==> config.mk <==
export PLATFORM = sky130hd
export DESIGN_NAME = seq_gen
export DESIGN_NICKNAME = d
export VERILOG_FILES = /design/src/rtl/seq_gen.sv
export SDC_FILE = /design/constraint.sdc
export NUM_CORES = 1
export LEC_CHECK = 0
export CORE_MARGIN = 3
export CORE_UTILIZATION = 56
export DETAILED_ROUTE_END_ITERATION = 7
export HOLD_SLACK_MARGIN = 0.08
export PLACE_DENSITY = 0.81
export SLEW_MARGIN = 5
export SYNTH_ARGS = -nofsm -noshare
export SYNTH_HDL_FRONTEND = slang
export SYNTH_SLANG_ARGS = --single-unit
==> constraint.sdc <==
create_clock -name clk -period 3.21 [get_ports clk]
set_input_delay 0.642 -clock clk [delete_from_list [all_inputs] [get_ports clk]]
set_output_delay 0.642 -clock clk [all_outputs]
set_load 0.01 [all_outputs]
==> src/rtl/seq_gen.sv <==
// Serial pattern generator: sends an MSB-first bit pattern a programmable number
// of times with optional idle gaps between repetitions, reporting busy/done/err.
module seq_gen #(
  parameter int MAX_LEN = 16
) (
  input  logic               clk,
  input  logic               clr_n,
  input  logic               start,
  input  logic               abort,
  input  logic [MAX_LEN-1:0] pattern,
  input  logic [4:0]         len,
  input  logic [3:0]         reps,
  input  logic [3:0]         gap,
  output logic               x,
  output logic               valid,
  output logic               busy,
  output logic               done,
  output logic               err
);

  typedef enum logic [1:0] {
    IDLE = 2'd0,
    SEND = 2'd1,
    GAP  = 2'd2,
    FIN  = 2'd3
  } state_t;

  localparam logic [5:0] LEN_MAX = 6'(MAX_LEN);

  function automatic logic pick_bit(input logic [31:0] vec, input logic [4:0] idx);
    pick_bit = vec[idx];
  endfunction

  state_t               r_state;
  state_t               w_state_nxt;
  logic [MAX_LEN-1:0]   r_pat;
  logic [MAX_LEN-1:0]   w_pat_nxt;
  logic [4:0]           r_len;
  logic [4:0]           w_len_nxt;
  logic [3:0]           r_rep;
  logic [3:0]           w_rep_nxt;
  logic [3:0]           r_gap;
  logic [3:0]           w_gap_nxt;
  logic [4:0]           r_bit;
  logic [4:0]           w_bit_nxt;
  logic [3:0]           r_gcnt;
  logic [3:0]           w_gcnt_nxt;
  logic                 r_x;
  logic                 r_valid;
  logic                 r_busy;
  logic                 r_done;
  logic                 r_err;
  logic                 w_x_nxt;
  logic                 w_valid_nxt;
  logic                 w_busy_nxt;
  logic                 w_done_nxt;
  logic                 w_err_nxt;
  logic                 w_len_ok;
  logic [4:0]           w_len_m1;
  logic [4:0]           w_rlen_m1;
  logic [4:0]           w_bit_m1;
  logic [3:0]           w_reps_m1;

  assign w_len_ok  = (len != 5'd0) && ({1'b0, len} <= LEN_MAX);
  assign w_len_m1  = len - 5'd1;
  assign w_rlen_m1 = r_len - 5'd1;
  assign w_bit_m1  = r_bit - 5'd1;
  // r_rep holds the repetitions still owed after the current one, so reps=0 and 1 both give 0
  assign w_reps_m1 = (reps == 4'd0) ? 4'd0 : (reps - 4'd1);

  // Next-state, datapath and registered-output decode
  always_comb begin
    w_state_nxt = r_state;
    w_pat_nxt   = r_pat;
    w_len_nxt   = r_len;
    w_rep_nxt   = r_rep;
    w_gap_nxt   = r_gap;
    w_bit_nxt   = r_bit;
    w_gcnt_nxt  = r_gcnt;
    w_x_nxt     = 1'b0;
    w_valid_nxt = 1'b0;
    w_busy_nxt  = 1'b0;
    w_done_nxt  = 1'b0;
    w_err_nxt   = 1'b0;

    case (r_state)
      IDLE, FIN: begin
        if (start) begin
          if (w_len_ok) begin
            w_state_nxt = SEND;
            w_pat_nxt   = pattern;
            w_len_nxt   = len;
            w_rep_nxt   = w_reps_m1;
            w_gap_nxt   = gap;
            w_bit_nxt   = w_len_m1;
            w_gcnt_nxt  = 4'd0;
            w_x_nxt     = pick_bit(32'(pattern), w_len_m1);
            w_valid_nxt = 1'b1;
            w_busy_nxt  = 1'b1;
          end else begin
            w_state_nxt = IDLE;
            w_err_nxt   = 1'b1;
          end
        end else begin
          w_state_nxt = IDLE;
        end
      end

      SEND: begin
        if (abort) begin
          w_state_nxt = IDLE;
        end else if (r_bit != 5'd0) begin
          w_bit_nxt   = w_bit_m1;
          w_x_nxt     = pick_bit(32'(r_pat), w_bit_m1);
          w_valid_nxt = 1'b1;
          w_busy_nxt  = 1'b1;
        end else if (r_rep != 4'd0) begin
          w_rep_nxt  = r_rep - 4'd1;
          w_busy_nxt = 1'b1;
          if (r_gap != 4'd0) begin
            w_state_nxt = GAP;
            w_gcnt_nxt  = r_gap - 4'd1;
          end else begin
            w_bit_nxt   = w_rlen_m1;
            w_x_nxt     = pick_bit(32'(r_pat), w_rlen_m1);
            w_valid_nxt = 1'b1;
          end
        end else begin
          w_state_nxt = FIN;
          w_done_nxt  = 1'b1;
        end
      end

      GAP: begin
        // r_gcnt counts the gap cycles still to follow the current one
        if (abort) begin
          w_state_nxt = IDLE;
        end else if (r_gcnt != 4'd0) begin
          w_gcnt_nxt = r_gcnt - 4'd1;
          w_busy_nxt = 1'b1;
        end else begin
          w_state_nxt = SEND;
          w_bit_nxt   = w_rlen_m1;
          w_x_nxt     = pick_bit(32'(r_pat), w_rlen_m1);
          w_valid_nxt = 1'b1;
          w_busy_nxt  = 1'b1;
        end
      end

      default: begin
        w_state_nxt = IDLE;
      end
    endcase
  end

  // State, latched parameters, counters and output registers
  always_ff @(posedge clk or negedge clr_n) begin
    if (!clr_n) begin
      r_state <= IDLE;
      r_pat   <= '0;
      r_len   <= 5'd0;
      r_rep   <= 4'd0;
      r_gap   <= 4'd0;
      r_bit   <= 5'd0;
      r_gcnt  <= 4'd0;
      r_x     <= 1'b0;
      r_valid <= 1'b0;
      r_busy  <= 1'b0;
      r_done  <= 1'b0;
      r_err   <= 1'b0;
    end else begin
      r_state <= w_state_nxt;
      r_pat   <= w_pat_nxt;
      r_len   <= w_len_nxt;
      r_rep   <= w_rep_nxt;
      r_gap   <= w_gap_nxt;
      r_bit   <= w_bit_nxt;
      r_gcnt  <= w_gcnt_nxt;
      r_x     <= w_x_nxt;
      r_valid <= w_valid_nxt;
      r_busy  <= w_busy_nxt;
      r_done  <= w_done_nxt;
      r_err   <= w_err_nxt;
    end
  end

  assign x     = r_x;
  assign valid = r_valid;
  assign busy  = r_busy;
  assign done  = r_done;
  assign err   = r_err;

endmodule

======== Word level (Yosys, flattened, before mapping) ========
Index checks and enable logic that the tools add are counted.
word-level totals
  register bits ........................... 45
  input port bits ......................... 33
  output and inout port bits .............. 5
  logic and storage cells ................. 125
operators by class
  add/subtract/negate cells ............... 7
  order comparisons ....................... 4
  equality and inequality tests ........... 17
  mux-type cells .......................... 70
  reductions and logical operators ........ 15
operator list
  operator             count
  $mux 4               14
  $mux 5               8
  $mux 1               31
  $lt 5x6->1 const B   3
  $ne 2x2->1 const B   9
  $sub 4x1->4 const B  4
  $bmux 1 s5           3
  $pmux 5 s3           1
  $sub 5x1->5 const B  3
  $mux 2               7
  $ne 3x3->1 const B   4
  $pmux 4 s3           1
  $reduce_bool 4->1    3
  $reduce_bool 5->1    2
  $pmux 1 s3           3
  $pmux 4 s2           1
  $reduce_and 8->1     1
  $reduce_and 7->1     1
  $pmux 2 s3           1
  $reduce_and 3->1     2
  $reduce_and 6->1     1
  $le 5x5->1 const B   1
  $eq 2x2->1 const B   2
  $logic_not 4->1      1
  6 further kinds      6

======== Depth between registers and ports, before layout ========
Gate-level depths: netlist (run 1).
  depth in word-level cells ............... 8
  gate-level depth with buffers ........... 9
  gate-level depth less buffers ........... 7

======== Least setup slack after synthesis (run 1) ========
Ideal clock, no wire load.
  path type ............................... input -> register
  start point ............................. input len[0]
  end point ............................... register r_len[2]
  setup time .............................. 0.125 ns
  arrival time ............................ 2.770 ns
  data required time ...................... 3.085 ns
  slack ................................... 0.315 ns
  stages on the path ...................... 8
  path buffers ............................ 2
  cells stage by stage .................... clkbuf_1 inv_1 ha_1 nor3b_1 xor2_1 nor2_1 clkbuf_1 mux2_2
on the way
  longest elaborated chain between the ends .. 3
  elaborated cells between the ends (all ways) .. 4
  classes of those cells .................. 1 x order compare; 3 x reduce/logical
ends and longest elaborated chain
  element                                          RTL line  source
  start: declaration                               11        input logic [4:0] len,
  $le 5x5->1 or $reduce_bool 5->1 (tied branches)  64        assign w_len_ok = (len != 5'd0) && ({1'b0, len} <= LEN_MAX);
  $logic_and 1x1->1 *                              64
  $reduce_and 3->1 (no line) *                     n/a
  end signal: assignment                           174       r_len <= w_len_nxt;
  end: declaration                                 38        logic [4:0] r_len;
Every way passes the cells marked *; elsewhere a longest branch is shown, timed or not.
A chain may end at the register's enable or synchronous reset.

======== Final worst setup path (run 1) ========
  start point ............................. input len[0]
  end point ............................... register r_bit[2]
on the way
  longest elaborated chain between the ends .. 4
  elaborated cells between the ends (all ways) .. 9
  classes of those cells .................. 1 x add/sub; 1 x order compare; 1 x eq/ne; 3 x mux; 3 x reduce/logical
ends and longest elaborated chain
  element                                         RTL line  source
  $sub 5x1->5, or another cell as far along       65        assign w_len_m1 = len - 5'd1;
  $mux 5 or $logic_and 1x1->1 (tied branches)     89, 64
  $mux 5 or $ne 2x2->1 (tied branches)            n/a
  $pmux 5 s3 or $reduce_and 7->1 (tied branches)  n/a
  end signal: assignment                          177       r_bit <= w_bit_nxt;
  end: declaration                                44        logic [4:0] r_bit;
Parallel ways exist; a longest one is shown, timed or not. The select of a mux whose other input is x is not followed.

==> run summary, run 1 <==
### Setup path
* **Critical Path End** r_bit[2]
* **CP Launch Point** len[0]
* **reg-to-reg critical path endpoint** x
* **CP cell instances** clkdlybuf4s50_1 -> inv_1 -> ha_1 -> nor3b_1 -> buf_4 -> mux2i_1 -> nand2b_1 -> nand3_1 -> mux2_2
* **CP max FO** 5
* **r2r setup slk** 590 ps
* **critical path's largest stage delay** 460 ps
* **Setup Crit Path Kind** primary input to flop
* **count of buffer and inverter cells on the critical path** 3
* **Critical Path End Type** flop
* **kind of cell adding the most delay to the critical path** buffers and inverters
* **critical path depth** 9
* **endpoint required time on the critical path** 3390 ps
* **cells on worst reg2reg path** 7
* **source of the worst register-to-register timing path** r_len[0]
* **arrival time worst endpoint** 2800 ps
* **startpoint kind of the worst setup timing path** primary input
* **cell with the biggest individual delay on the critical path** sky130_fd_sc_hd__clkdlybuf4s50_1

### Power
* **share of power burned in combinational logic** 55.4%
* **net switching power of the design** 1.28 mW
* **switching portion of total power** 39.6%
* **share of total power in sequential cells** 33.8%
* **worst voltage drop across the vdd grid** 444 uV
* **power consumption** 3.24 mW
* **power density cells** 939 nW/um^2
* **LEAKAGE** 1.41 nW
* **Int Pwr** 1.96 mW
* **clock network power share** 10.8%

### GRT
* **gr ovfl total** 0
* **largest net degree at the start of global routing** 46
* **number of global-route vias before repair** 2342
* **global-route total usage across every layer** 22.5%
* **initial antenna violation count** 0
* **wire length of the first global-routing pass** 10.9 mm

### Logic synthesis
* **cells taking the most area after synthesis** sky130_fd_sc_hd__dfrtp_1, sky130_fd_sc_hd__mux2_2, sky130_fd_sc_hd__mux4_2
* **area share of the leading cell type in the synthesized netlist** 38.7%
* **mapped cell area** 2910 sq um
* **mean instance size in the synthesized netlist** 11.0 sq um
* **total of flip-flops plus latches after synthesis** 45
* **post-synthesis cell count** 265
* **dominant register cell in the synthesized netlist** sky130_fd_sc_hd__dfrtp_1
* **count of cell types in the netlist** 48
* **fraction of synthesis flops using an asynchronous set or reset pin** 100%
* **Ys Warns** 0
* **cell taking the most area after synthesis** sky130_fd_sc_hd__dfrtp_1
* **count of flip-flops with a built-in enable after synthesis** 0
* **sequential-to-total area share from yosys stat** 38.7%
* **Mapped Nets** 306

### Clock tree
* **number of sinks on the clock net** 45
* **count of instances resized after the clock tree is built** 0
* **post-CTS repair timing setup buffer count** 0
* **Worst-path clk slew** 70 ps
* **htree depth** 2
* **cts-stage hold buffer count** 0
* **maximum clock path buffer count** 2
* **clock insertion delay at the later pin of the skew report** 300 ps
* **TritonCTS clock tree** built
* **Root Buffer Master** sky130_fd_sc_hd__clkbuf_8
* **total clock buffers created by CTS** 5

### Status
* **outcome** complete, no violations

### Route
* **DRC violations left** 0
* **Detailed Routing Iterations Pass 1** 4
* **antenna-violating nets left** 0
* **average wire per cell in the routed design** 16.8 um
* **vias per std cell** 6.04
* **DRT Wirelength** 6.23 mm
* **vias** 2235
* **starting DRC count in detailed routing** 138

### Die
* **horizontal die dimension** 78.1 um
* **standard cell core area** 4880 sq um
* **initial core utilization** 59.7%
* **I/O pin count** 38
* **y dimension of the die** 78.1 um
* **number of cell rows** 25
* **area of the die** 6100 sq um

### Hold path
* **hold-critical path depth** 1
* **kind of path behind the tightest hold check** flop to flop
* **worst min-delay path startpoint** r_rep[0]

### Final layout
* **area growth from synthesis to layout** 18.3%
* **final design instance area without fill** 3450 sq um
* **number of nets in the layout** 344
* **Filler Cells Inserted** 394
* **fraction of layout instances using a drive strength above 1** 21.1%
* **ANT cells** 0
* **Util after Layout** 70.6%

### Placement
* **final estimated routing congestion in global placement** 0.854
* **Port Buffers** 37
* **DP Area** 3360 sq um
* **post-detailed-placement half-perimeter wirelength** 4.64 mm

### Timing
* **RSZ-0062 raised after global routing** no
* **Tightest Pin Transition** 1010 ps
* **count of final setup violators** 0
* **number of slew-limit violations in the final report** 0
* **post-route minimum period** 2620 ps
* **final number of hold-violating endpoints** 0
* **Hold WS** 506 ps
* **Final period util** 81.8%
* **worst-case clock skew** 9.47 ps
* **Slew headroom** 33.0%
* **highest clock rate** 381 MHz
* **total negative setup slack** 0 ps

### Flow run
* **total of max-cap violations** 0

[worst min path at each step]
stage                     endpoint  slack [ps]
after detailed placement  r_rep[1]         490
after global routing      r_rep[0]         530
after CTS                 r_rep[1]         510
after global placement    r_rep[1]         490
after floorplan               busy         350
final                     r_rep[0]         510
[final cells by class]
type | instances | area, sq um | share of cell area [%]
Multi-Input combinational cell | 193 | 1680 | 48.7
Sequential cell | 45 | 1130 | 32.7
Tap cell | 67 | 83.8 | 2.43
Inverter | 14 | 52.6 | 1.53
Timing Repair Buffer | 44 | 418 | 12.1
Clock buffer | 7 | 86.3 | 2.51
[synthesized netlist by cell type (all sizes together) (2+ instances only)]
cell type	instances
o22a	3
mux4	14
o22ai	2
o211ai	3
inv	14
nor3b	3
o31ai	4
or4	2
a221oi	3
nor3	6
nor4b	4
o31a	2
mux2	28
ha	8
nand3	6
a211oi	2
o21ai	13
nor2	14
nand4b	2
a31oi	3
xor2	8
nand2	22
nor4	2
nor2b	2
mux2i	11
a21oi	8
dfrtp	45
nand2b	3
clkbuf	12
a2bb2oi	2
[metal layers]
| metal | track usage, % | part of all wire, % | routed length [um] | vias up |
|---|---|---|---|---|
| met5 | 0 | 0 | 0 | - |
| met4 | 9.97 | 3.0 | 187 | 0 |
| met3 | 4.01 | 4.0 | 252 | 16 |
| met2 | 37.6 | 51 | 3180 | 61 |
| met1 | 28.5 | 42 | 2610 | 1090 |
| li1 | - | - | - | 1068 |
[kinds of logic (layout without fill, tap and decap cells)]
group | count (synthesis) | in the layout | synth area share [%]
buffers and inverters | 27 | 65 | 3.74
adders and majority gates | 8 | 8 | 3.44
xor gates and xnor gates | 8 | 8 | 2.41
muxes | 53 | 53 | 25.4
AOI/OAI and AO/OA | 51 | 51 | 13.0
DFF | 45 | 45 | 38.7
and+or+nand+nor | 73 | 73 | 13.3
[power by group through the flow]
| stage | Combinational [mW] | Clock, mW | Sequential (mW) |
|---|---|---|---|
| after floorplan | 1.44 | 0 | 0.995 |
| after CTS | 1.80 | 0.366 | 1.09 |
| after global placement | 1.74 | 0 | 1.08 |
| after detailed placement | 1.79 | 0 | 1.10 |
| after global routing | 1.98 | 0.390 | 1.14 |
| final | 1.79 | 0.349 | 1.09 |
[worst reg2reg max path: stages (launching register included)]
cell	delay [ps]
sky130_fd_sc_hd__dfrtp_1	570
sky130_fd_sc_hd__inv_1	150
sky130_fd_sc_hd__ha_1	240
sky130_fd_sc_hd__xor2_1	480
sky130_fd_sc_hd__mux4_2	400
sky130_fd_sc_hd__mux4_2	490
sky130_fd_sc_hd__nand3_1	110
sky130_fd_sc_hd__nand3_1	80
[sequential cells by signal, summed over array words and instances, names as in the netlist]
register / flops
done: 1
busy: 1
r_pat: 16
r_state: 2
r_gcnt: 4
r_bit: 5
err: 1
valid: 1
r_rep: 4
r_gap: 4
r_len: 5
x: 1
[through the flow]
stage,cells,setup slack [ps]
finish,370,585
global route,370,372
CTS,370,559
detailed placement,363,295
global placement,363,337
floorplan,265,315
[cells in the final DEF, fill, tap and decap left out, types with 2 or more instances in the layout]
cell,instances
sky130_fd_sc_hd__a211oi_1,2
sky130_fd_sc_hd__a21oi_1,8
sky130_fd_sc_hd__a221oi_1,3
sky130_fd_sc_hd__a2bb2oi_1,2
sky130_fd_sc_hd__a31oi_1,3
sky130_fd_sc_hd__buf_4,7
sky130_fd_sc_hd__clkbuf_8,6
sky130_fd_sc_hd__clkdlybuf4s50_1,36
sky130_fd_sc_hd__dfrtp_1,45
sky130_fd_sc_hd__ha_1,8
sky130_fd_sc_hd__inv_1,14
sky130_fd_sc_hd__mux2_2,28
sky130_fd_sc_hd__mux2i_1,11
sky130_fd_sc_hd__mux4_2,14
sky130_fd_sc_hd__nand2_1,22
sky130_fd_sc_hd__nand2b_1,3
sky130_fd_sc_hd__nand3_1,6
sky130_fd_sc_hd__nand4b_1,2
sky130_fd_sc_hd__nor2_1,13
sky130_fd_sc_hd__nor2b_1,2
sky130_fd_sc_hd__nor3_1,6
sky130_fd_sc_hd__nor3b_1,3
sky130_fd_sc_hd__nor4_1,2
sky130_fd_sc_hd__nor4b_1,4
sky130_fd_sc_hd__o211ai_1,2
sky130_fd_sc_hd__o21ai_0,10
sky130_fd_sc_hd__o21ai_1,3
sky130_fd_sc_hd__o22a_1,3
sky130_fd_sc_hd__o22ai_1,2
sky130_fd_sc_hd__o31a_1,2
sky130_fd_sc_hd__o31ai_1,3
sky130_fd_sc_hd__xor2_1,8
Note: power is estimated with default switching activity, not from simulation.
==> inputs of run 2 (changes only) <==
--- a/config.mk
+++ b/config.mk
@@ -6,10 +6,10 @@
 export NUM_CORES = 1
 export LEC_CHECK = 0
 export CORE_MARGIN = 3
-export CORE_UTILIZATION = 56
+export CORE_UTILIZATION = 50
 export DETAILED_ROUTE_END_ITERATION = 7
 export HOLD_SLACK_MARGIN = 0.08
-export PLACE_DENSITY = 0.81
+export PLACE_DENSITY = 0.76
 export SLEW_MARGIN = 5
 export SYNTH_ARGS = -nofsm -noshare
 export SYNTH_HDL_FRONTEND = slang
==> constraint.sdc (replaced) <==
create_clock -name clk -period 2.1 [get_ports clk]
set_input_delay 0.42 -clock clk [delete_from_list [all_inputs] [get_ports clk]]
set_output_delay 0.42 -clock clk [all_outputs]
set_load 0.01 [all_outputs]
==> run 2 against run 1 <==
  * The run now ends with negative setup slack left
  * Worst hold slack got worse by 430 ps
  * Critical path depth decreased by 1
  * Highest routed layer unchanged
  * Register-to-register slack got worse by 620 ps
  * Via count increased by 7.0%
  * Global-route usage increased by 0.098 points
  * Sequential power increased by 48%
  * Largest cell class unchanged
  * Clock power increased by 68%
  * Largest power group unchanged
  * Utilization decreased by 0.76 points
  * Clock skew decreased by 3.9 ps
  * Flip-flop and latch count unchanged
==> run summary, run 2 (synthesis gave the netlist of run 1 again) <==
### Timing
* **worst-case clock skew** 5.53 ps
* **number of slew-limit violations in the final report** 0
* **total negative setup slack** -37.3 ps
* **count of final setup violators** 1
* **Worst Slack Setup Final** -37.3 ps
* **Final period util** 102%
* **RSZ-0062 raised after global routing** yes
* **post-route minimum period** 2140 ps
* **Tightest Pin Transition** 511 ps
* **Slew headroom** 65.9%
* **final number of hold-violating endpoints** 0
* **highest clock rate** 468 MHz

### Clock tree
* **maximum clock path buffer count** 2
* **number of sinks on the clock net** 45
* **clock insertion delay at the later pin of the skew report** 300 ps
* **htree depth** 2
* **total clock buffers created by CTS** 5
* **Root Buffer Master** sky130_fd_sc_hd__clkbuf_8
* **Worst-path clk slew** 80 ps
* **TritonCTS clock tree** built

### Placement
* **post-detailed-placement half-perimeter wirelength** 5.20 mm
* **Port Buffers** 37
* **Inst Count DP** 399
* **final estimated routing congestion in global placement** 0.910

### Route
* **DRT Wirelength** 6.78 mm
* **starting DRC count in detailed routing** 172
* **vias** 2391
* **DRC violations left** 0
* **Detailed Routing Iterations Pass 1** 4
* **antenna-violating nets left** 0
* **average wire per cell in the routed design** 16.5 um
* **vias per std cell** 5.82

### Setup path
* **arrival time worst endpoint** 2330 ps
* **CP cell instances** inv_4 -> ha_4 -> or4b_4 -> buf_6 -> mux2i_1 -> a221oi_2 -> a21oi_1 -> mux2_4
* **startpoint kind of the worst setup timing path** flop
* **CP max FO** 4
* **Setup Crit Path Kind** flop to flop
* **Critical Path End Type** flop
* **cell with the biggest individual delay on the critical path** sky130_fd_sc_hd__or4b_4
* **critical path's largest stage delay** 510 ps
* **endpoint required time on the critical path** 2290 ps

### Die
* **y dimension of the die** 82.3 um
* **initial core utilization** 52.2%
* **standard cell core area** 5570 sq um
* **area of the die** 6770 sq um
* **number of cell rows** 27
* **horizontal die dimension** 82.3 um
* **I/O pin count** 38

### GRT
* **initial antenna violation count** 0
* **wire length of the first global-routing pass** 11.7 mm
* **largest net degree at the start of global routing** 25
* **number of global-route vias before repair** 2529
* **global-route total usage across every layer** 22.6%
* **gr ovfl total** 0

### Final layout
* **ANT cells** 0
* **most frequent cells in the layout** sky130_fd_sc_hd__dfrtp_1, sky130_fd_sc_hd__buf_4, sky130_fd_sc_hd__clkdlybuf4s50_1, sky130_fd_sc_hd__mux2_2, sky130_fd_sc_hd__nand2_1
* **area growth from synthesis to layout** 33.7%
* **fraction of layout instances using a drive strength above 1** 35.1%
* **leading cell type in the layout, fill and taps excluded** sky130_fd_sc_hd__dfrtp_1
* **number of nets in the layout** 379
* **largest registers in the final layout** r_pat x16, r_bit x5, r_len x5
* **filler-free cell count of the finished design** 411
* **flip-flop count of the largest register after layout** 16
* **register with the most flip-flops** r_pat

### Status
* **outcome** finished with violations
* **violated checks** negative setup slack

### Power
* **LEAKAGE** 1.64 nW
* **power density cells** 1450 nW/um^2
* **worst voltage drop across the vdd grid** 1020 uV

### Flow run
* **total of max-cap violations** 0

### Hold path
* **kind of path behind the tightest hold check** primary input to asynchronous set/reset pin

==> run 2: timing repair <==
item | in CTS | in global routing
cloned | 0 | 0
hold endpoints to repair | 0 | 0
pin swaps | 4 | 3
endpoints found under the setup margin | 13 | 13
setup buffers | 2 | 2
hold buffers | 0 | 0
resized for setup | 12 | 7
==> run 2: layout make-up <==
| class | count | area [sq um] |
|---|---|---|
| multi-input cells | 193 | 1810 |
| fillers | 426 | 1680 |
| flip-flops and latches | 45 | 1130 |
| repair buffers | 79 | 714 |
| clock buffers | 7 | 96.3 |
| well taps | 72 | 90.1 |
| inverters | 14 | 55.1 |
| clock inverters | 1 | 5.00 |
==> run 2: where the power goes <==
part           internal (mW)  total, mW  switching, mW  leakage [nW]
combinational           1.88       3.45           1.57          1.03
sequential              1.27       1.61          0.336         0.549
clock                  0.298      0.587          0.289        0.0542
total                   3.45       5.64           2.19          1.64
==> run 2: path summary, 6_finish.rpt <==
kind | end | slack [ps] | depth (start not counted) | start
max reg2reg | r_bit[1] | -40 | 8 | r_bit[0]
min in group clk | r_pat[1] | 540 | 1 | r_pat[1]
min reg2reg | r_pat[1] | 540 | 1 | r_pat[1]
max in group asynchronous | r_pat[13] | 1520 | 2 | clr_n
min | r_gcnt[3] | 80 | 1 | clr_n
max | r_bit[1] | -40 | 8 | r_bit[0]
==> run 2: critical path: cells and delay by family (launching register included) <==
kind / cells / cell delay [ps]
buffers and inverters: 2 / 220
flip-flops: 1 / 420
multiplexers: 2 / 410
AO/OA/AOI/OAI: 2 / 360
adder cells (fa/ha/maj): 1 / 110
AND/OR/NAND/NOR: 1 / 510
==> run 2: layer usage <==
metal	GRT usage [%]	share of wire, %	wire length, um	vias to the layer above
li1	-	-	-	1132
met1	27.1	41	2800	1162
met2	40.6	52	3520	82
met3	4.12	4.8	326	15
met4	7.14	2.0	138	0
met5	0	0	0	-
==> run 2: stage by stage <==
step | worst slack [ps] | hold slack (ps) | util, % | cell area, sq um | total power [mW]
floorplan | -238 | 124 | - | 3010 | 3.87
global placement | -343 | 422 | 66.2 | 3690 | 4.75
detailed placement | -392 | 423 | 66.2 | 3690 | 4.86
CTS | -50.8 | 97.1 | 69.0 | 3850 | 5.56
global route | -79.0 | 115 | 69.9 | 3890 | 6.08
finish | -37.3 | 79.6 | 69.9 | 3890 | 5.64
